## config.mk

```make
export PLATFORM = sky130hd
export DESIGN_NAME = mac_block_pipe
export DESIGN_NICKNAME = d
export VERILOG_FILES = /design/src/rtl/mac_block_pipe.sv
export SDC_FILE = /design/constraint.sdc
export NUM_CORES = 1
export LEC_CHECK = 0
export ABC_CLOCK_PERIOD_IN_PS = 18100
export BUFFER_PORTS_ARGS = -buffer_cell sky130_fd_sc_hd__buf_4
export CORE_ASPECT_RATIO = 0.5
export CORE_MARGIN = 8
export CORE_UTILIZATION = 55
export CTS_CLUSTER_DIAMETER = 80
export DETAILED_ROUTE_END_ITERATION = 7
export GPL_ROUTABILITY_DRIVEN = 0
export PLACE_DENSITY = 0.73
export RECOVER_POWER = 50
export SYNTH_ARGS = -nofsm -noshare
export SYNTH_HDL_FRONTEND = slang
export SYNTH_SLANG_ARGS = --single-unit
```

## constraint.sdc

```tcl
create_clock -name clk -period 18.1 [get_ports clk]
set_input_delay 3.62 -clock clk [delete_from_list [all_inputs] [get_ports clk]]
set_output_delay 3.62 -clock clk [all_outputs]
set_load 0.1 [all_outputs]
```

## src/rtl/mac_block_pipe.sv

```systemverilog
// Two-stage valid-qualified MAC tile: lane-weighted multiply of A by a shared B,
// then an optional accumulate with init load, saturation and a sticky overflow flag.
module mac_block_pipe #(
    parameter int MIN_WIDTH = 8,
    parameter int LANES     = 4,
    parameter int ACC_WIDTH = 32
) (
    input  logic                         clk,
    input  logic                         rst,
    input  logic                         in_valid,
    input  logic [LANES*MIN_WIDTH-1:0]   A,
    input  logic [MIN_WIDTH-1:0]         B,
    input  logic [1:0]                   mode,
    input  logic                         acc_en,
    input  logic                         init_load,
    input  logic [ACC_WIDTH-1:0]         init_val,
    input  logic                         sat_en,
    output logic [MIN_WIDTH-1:0]         A_fwd,
    output logic                         out_valid,
    output logic [ACC_WIDTH-1:0]         C,
    output logic                         ovf
);

    localparam int PW = (LANES + 1) * MIN_WIDTH;
    // One extra bit above the wider of product/accumulator so the overflow carry is visible.
    localparam int SW = ((PW > ACC_WIDTH) ? PW : ACC_WIDTH) + 1;

    logic [PW-1:0]        prod;
    logic [PW-1:0]        p1;
    logic                 v1;
    logic                 acc_en1;
    logic                 init_load1;
    logic                 sat_en1;
    logic [ACC_WIDTH-1:0] init_val1;
    logic [ACC_WIDTH-1:0] acc;
    int                   active_lanes;
    logic [SW-1:0]        base_ext;
    logic [SW-1:0]        sum;
    logic                 ovf_now;
    logic [ACC_WIDTH-1:0] result;

    assign A_fwd = A[MIN_WIDTH-1:0];

    always_comb begin
        case (mode)
            2'b00:   active_lanes = 1;
            2'b01:   active_lanes = 2;
            2'b10:   active_lanes = 4;
            default: active_lanes = 0;
        endcase
    end

    always_comb begin
        prod = '0;
        for (int k = 0; k < LANES; k++) begin
            if (k < active_lanes) begin
                prod = prod + ((PW'(A[k*MIN_WIDTH +: MIN_WIDTH]) * PW'(B)) << (k * MIN_WIDTH));
            end
        end
    end

    always_ff @(posedge clk) begin
        if (rst) begin
            v1 <= 1'b0;
        end else begin
            v1 <= in_valid;
            if (in_valid) begin
                p1         <= prod;
                acc_en1    <= acc_en;
                init_load1 <= init_load;
                init_val1  <= init_val;
                sat_en1    <= sat_en;
            end
        end
    end

    // Multiply-only beats reuse the same clamp/wrap path with a zero base.
    always_comb begin
        base_ext = init_load1 ? SW'(init_val1) : SW'(acc);
        sum      = acc_en1 ? (base_ext + SW'(p1)) : SW'(p1);
        ovf_now  = |sum[SW-1:ACC_WIDTH];
        result   = (ovf_now && sat_en1) ? '1 : sum[ACC_WIDTH-1:0];
    end

    always_ff @(posedge clk) begin
        if (rst) begin
            acc       <= '0;
            C         <= '0;
            ovf       <= 1'b0;
            out_valid <= 1'b0;
        end else begin
            out_valid <= v1;
            if (v1) begin
                C <= result;
                if (acc_en1) begin
                    acc <= result;
                end else if (init_load1) begin
                    acc <= init_val1;
                end
                if (ovf_now) begin
                    ovf <= 1'b1;
                end else if (init_load1) begin
                    ovf <= 1'b0;
                end
            end
        end
    end

endmodule
```

# Word level (Yosys, flattened, before mapping)
# Index checks and enable logic that the tools add are counted.
[totals] elab_cells=45 out_inout_bits=42 reg_bits=142
[op_classes] mux=12 n_reduce_logical=8 magnitude_cmp=4 n_bitwise=1 mul=4 add_sub_neg=4 n_eq_ne=2
[ops] cell="32-bit 2-to-1 mux" count=4
[ops] cell="40-bit 2-to-1 mux" count=3
[ops] cell="8-bit by 8-bit multiplier with 16-bit output" count=4
[ops] cell="32-bit by 40-bit adder with 41-bit output" count=1
[ops] cell="41-bit 2-to-1 mux" count=1
[ops] cell="40-bit by 24-bit adder with 40-bit output" count=1
[ops] cell="40-bit by 32-bit adder with 40-bit output" count=1
[ops] cell="40-bit adder" count=1
[ops] cell="1-bit by 32-bit less-than comparator with 1-bit output (first input constant)" count=1
[ops] cell="2-bit by 32-bit less-than comparator with 1-bit output (first input constant)" count=1
[ops] cell="3-bit by 32-bit less-than comparator with 1-bit output (first input constant)" count=1
[ops] cell="16-bit 2-to-1 mux" count=1
[ops] cell="3-bit one-hot mux with 3 select lines" count=1
[ops] cell="9-bit OR reduction" count=1
[ops] cell="2-bit AND reduction" count=3
[ops] cell="2-bit nonzero test" count=2
[ops] cell="2-bit by 3-bit less-than comparator with 1-bit output (first input constant)" count=1
[ops] cell="2-bit by 1-bit equality test with 1-bit output (second input constant)" count=1
[ops] cell="2-bit equality test (second input constant)" count=1
[ops] cell="2-bit logical NOT" count=1
[ops] cell="1-bit 2-to-1 mux" count=2
[ops] cell="1-bit logical AND" count=1
[ops] cell="1-bit NOT" count=1

# Depth between registers and ports, before layout
[logic_depth] word_depth=10 mapped_depth=50 mapped_depth_nobuf=49

# Least setup slack after synthesis
# Ideal clock, no wire load.
[synth_path] path_type="input to register" startpoint="input B[7]" endpoint="register p1[39], data pin" cell_stages=41 required_time_ns=17.845 setup_slack_ns=5.288 arrival_ns=12.556 path_cell_list="clkbuf_1 nand2_1 fa_1 fa_1 inv_1 fa_1 inv_1 fa_1 inv_1 ha_1 a21boi_0 o21ai_0 and3_1 nor3_1 inv_1 fa_1 nor2b_1 o21ai_0 [5 not listed] nor2_1 ha_1 a21oi_1 o21ai_0 a2111oi_0 o31ai_1 and2_1 nor3_1 ha_1 a21o_1 a21oi_1 o21bai_1 a21oi_1 o21ai_0 a31o_2 nand2_1 or4_1 and3_1"
[synth_via] elab_chain_len=8
[synth_rtl] element="start: declaration" line="12" text="input logic [MIN_WIDTH-1:0] B,"
[synth_rtl] element="8-bit by 8-bit multiplier with 16-bit output" line="57" text="prod = prod + ((PW'(A[k*MIN_WIDTH +: MIN_WIDTH]) * PW'(B)) << (k * MIN_WIDTH));"
[synth_rtl] element="16-bit 2-to-1 mux" line="56" text="if (k < active_lanes) begin"
[synth_rtl] element="40-bit by 24-bit adder with 40-bit output" line="57"
[synth_rtl] element="40-bit 2-to-1 mux" line="56"
[synth_rtl] element="40-bit by 32-bit adder with 40-bit output" line="57"
[synth_rtl] element="40-bit 2-to-1 mux" line="56"
[synth_rtl] element="40-bit adder" line="57"
[synth_rtl] element="40-bit 2-to-1 mux *" line="56"
[synth_rtl] element="end signal: assignment" line="68" text="p1 <= prod;"
[synth_rtl] element="end: declaration" line="29" text="logic [PW-1:0] p1;"
# Every way passes the cells marked *; elsewhere a longest branch is shown, timed or not.
# A chain may end at the register's enable or synchronous reset.

# Worst setup path after layout
[layout_path] startpoint="input B[1]" endpoint="register p1[39], data pin"
# The elaborated chain is that of the path after synthesis.

==> summary.md <==
| Metric | Value |
|---|---|
| Clock buffer depth | 2 |
| Drt drc | 0 |
| Crit path capture type | flop |
| Clk root buf | clkbuf_16 |
| Final #Nets | ~2,600 |
| WL final | 46.4 mm |
| Most common cell after layout, fill and taps aside | inv_1 |
| Net Sw Power | around 1.3 mW |
| Input/output buffers | around 120 |
| CTS buffer count | 17 |
| CTS tree | built |
| Max cap viols | 5 |
| Crit Reg-Reg Startpoint | init_load1 |
| CTS resizes | 0 |
| Hold-fix buffers, CTS | 0 |
| Ys Warns | 0 |
| Worst Min Path Start | ovf |
| Congestion Overflow GR | 0 |
| Peak Freq | 71.2 MHz |
| Final Max Tran Viols | 200 |
| Startpoint types | input port |
| Final setup fails | 0 |
| Num rows | 47 |
| Final Critical Period | 14.04 ns |
| Post-detail-place hpwl | 36.3 mm |
| Initial antenna violation count | 0 |
| Layout cells sized above 1 | 8.52% |
| Tot GR Track Use | 23.0% |
| Arrival @ worst endpoint | 14.23 ns |
| RSZ-0062 raised after global routing | no |
| VDD IR-drop max | about 71 uV |
| Vias in the first global route | 14,926 |
| Worst skew pair latency | 0.43 ns |
| Pre-CTS setup slack | 4.18 ns |
| CP Class | input port to flop |
| Diodes inserted | 0 |
| Initial DRC count | between 1,000 and 1,500 |
| Synthesized area | 18,500 sq um |
| Post-synthesis cell type count | 89 |
| Clock Sinks | 142 |
| Async SR Flop Fraction | 0% |
| Clock power share | 13.5% |
| Clock Skews | 0.0122 ns |
| Synthesized Nets | 2,555 |
| Die Y | 146 um |
| Post-synth EDFFs | 75 |
| Reg2Reg Depth | 13 |
| First-pass GRT wire length | 76.4 mm |
| Switching share of power | about 50% |
| Final Hold Viols | 0 |
| Run status | finished with violations |
| Pwr dens | 132 nW/um^2 |
| Synth Area per Inst | 8.70 sq um |
| Seq/Total Area, Yosys | between 15 and 20% |
| Period utilisation layout | a little under 80% |
| PnR Total Power | about 2.6 mW |
| Synth area leaders | fa_1 16%, ha_1 14%, edfxtp_1 12%, dfxtp_1 7.3%, and2_1 5.2% |
| Critical path peak fanout | 32 |
| Req. time, crit path | 18.29 ns |
| Reg power frac | 17.1% |
| DR vias | roughly 15,000 |
| Vias/cell | 5.82 |
| Critical R2R Capture | C[10] |
| Hold crit path type | flop to flop |
| #FFs+latches synth | approximately 140 |
| Combinational group share of total power | 69.4% |
| Slowest CP cell | clkbuf_1 |
| Primary FF master, synth | edfxtp_1 |
| Number of post-CTS setup repair buffers | 0 |
| R2R setup slack | 8.76 ns |
| Max stage delay on crit path | 1.11 ns |
| Antenna viol nets, final | 0 |
| Static Leakage | 9.03 nW |
| CP most frequent cell | o21ai_0 |
| Synth top area share | about 16% |
| Io pins | 122 |
| Synth-to-Final Area Change | 7.77% |
| Slew headroom | -111% |
| Starting utilization of the core area | 55.9% |
| Largest net degree at the start of global routing | 76 |
| Commonest cells after routing, fill and taps aside | 246 x inv_1, 238 x nand2_1, 205 x ha_1 |
| Hold path cells | 2 |
| DR WL/cell | 17.8 um |
| Setup WS post-layout | 4.06 ns |
| Internal cell power | 1.31 mW |
| Failing checks | capacitance limit, slew limit |
| Die width | 275 um |
| Worst-Margin Slew | 3.13 ns |
| Total Neg Setup Slack | 0 ns |
| Worst-path clk slew | 0.07 ns |
| Core footprint | about 33,000 sq um |
| Full die area | 40,000 sq um |
| Post-synth top area cell | fa_1 |
| Cells after Synth | 2,122 |
| TritonRoute pass-1 iters | 8 |
| # H-tree levels | 4 |
| Worst Hold Endpoint | ovf |
## kinds of logic after synthesis
logic type / count (synthesis) / share of synthesized area, %
and+or+nand+nor: 652 / 17.5
AOI/OAI and AO/OA: 470 / 17.6
buffers and inverters: 357 / 7.91
adders and majority gates: 353 / 29.9
DFF: 142 / 19.5
xor gates and xnor gates: 106 / 5.03
muxes: 42 / 2.51
## layer usage
metal | part of all wire (%) | GRT usage, % | vias up
met5 | 0 | 0 | -
met4 | 1.3 | 4.51 | 0
met3 | 6.0 | 2.72 | 51
met2 | 45 | 37.0 | 451
met1 | 48 | 33.2 | 7335
li1 | - | - | 7373
## power by group through the flow
stage          registers (mW)  clock network [mW]  logic [mW]
3_5_place_dp            0.454                   0        1.80
6_report                0.449               0.353        1.82
2_1_floorplan           0.476                   0        1.36
3_3_place_gp            0.453                   0        1.77
5_1_grt                 0.453               0.370        2.04
4_1_cts                 0.447               0.357        1.81
## flip-flops by register name, indices dropped and copies added (netlist names)
signal and count:
ovf 1, C 32, init_val1 32, acc 32, acc_en1 1, sat_en1 1, init_load1 1, v1 1
p1 40, out_valid 1
## through the flow
step,std cells,utilization [%],instance area [sq um],hold slack [ns]
2_1_floorplan,2122,-,18500,0.461
3_3_place_gp,2580,58.9,19500,0.460
3_5_place_dp,2580,58.9,19500,0.463
4_1_cts,2612,60.7,20100,0.472
5_1_grt,2612,60.2,19900,0.504
6_report,2612,60.2,19900,0.477
## area by class of cell
class,count,area [sq um]
Multi-Input combinational cell,1623,13400
Fill cell,2960,13200
Sequential cell,142,3590
Inverter,246,923
Timing Repair Buffer,128,815
Tap cell,441,552
Clock buffer,17,425
Clock inverter,15,190
## critical path: cells and delay by family
| kind | cells | cell delay, ns |
|---|---|---|
| buf+inv | 3 | 1.27 |
| xor+xnor | 1 | 0.25 |
| fa+ha+maj | 7 | 2.72 |
| simple gates | 11 | 2.54 |
| compound gates | 18 | 3.81 |
## cell usage after synthesis, types with 25 or more instances
| master | instances |
|---|---|
| a21o_1 | 31 |
| a21oi_1 | 112 |
| a311oi_1 | 34 |
| and2_1 | 153 |
| clkbuf_1 | 79 |
| dfxtp_1 | 67 |
| edfxtp_1 | 75 |
| fa_1 | 148 |
| ha_1 | 205 |
| inv_1 | 246 |
| mux2_2 | 34 |
| nand2_1 | 238 |
| nor2_1 | 109 |
| nor3_1 | 25 |
| o21a_1 | 43 |
| o21ai_0 | 92 |
| xnor2_1 | 71 |
| xor2_1 | 35 |
## worst max path at each step
stage	start	slack, ns	end	depth (start not counted)
after floorplan	B[7]	5.29	p1[39]	41
after global placement	B[7]	4.40	p1[39]	41
after detailed placement	B[7]	4.18	p1[39]	41
after CTS	B[7]	4.63	p1[39]	41
after global routing	B[1]	3.10	p1[39]	40
final	B[1]	4.06	p1[39]	40
Power figures use the tool's default switching activity.
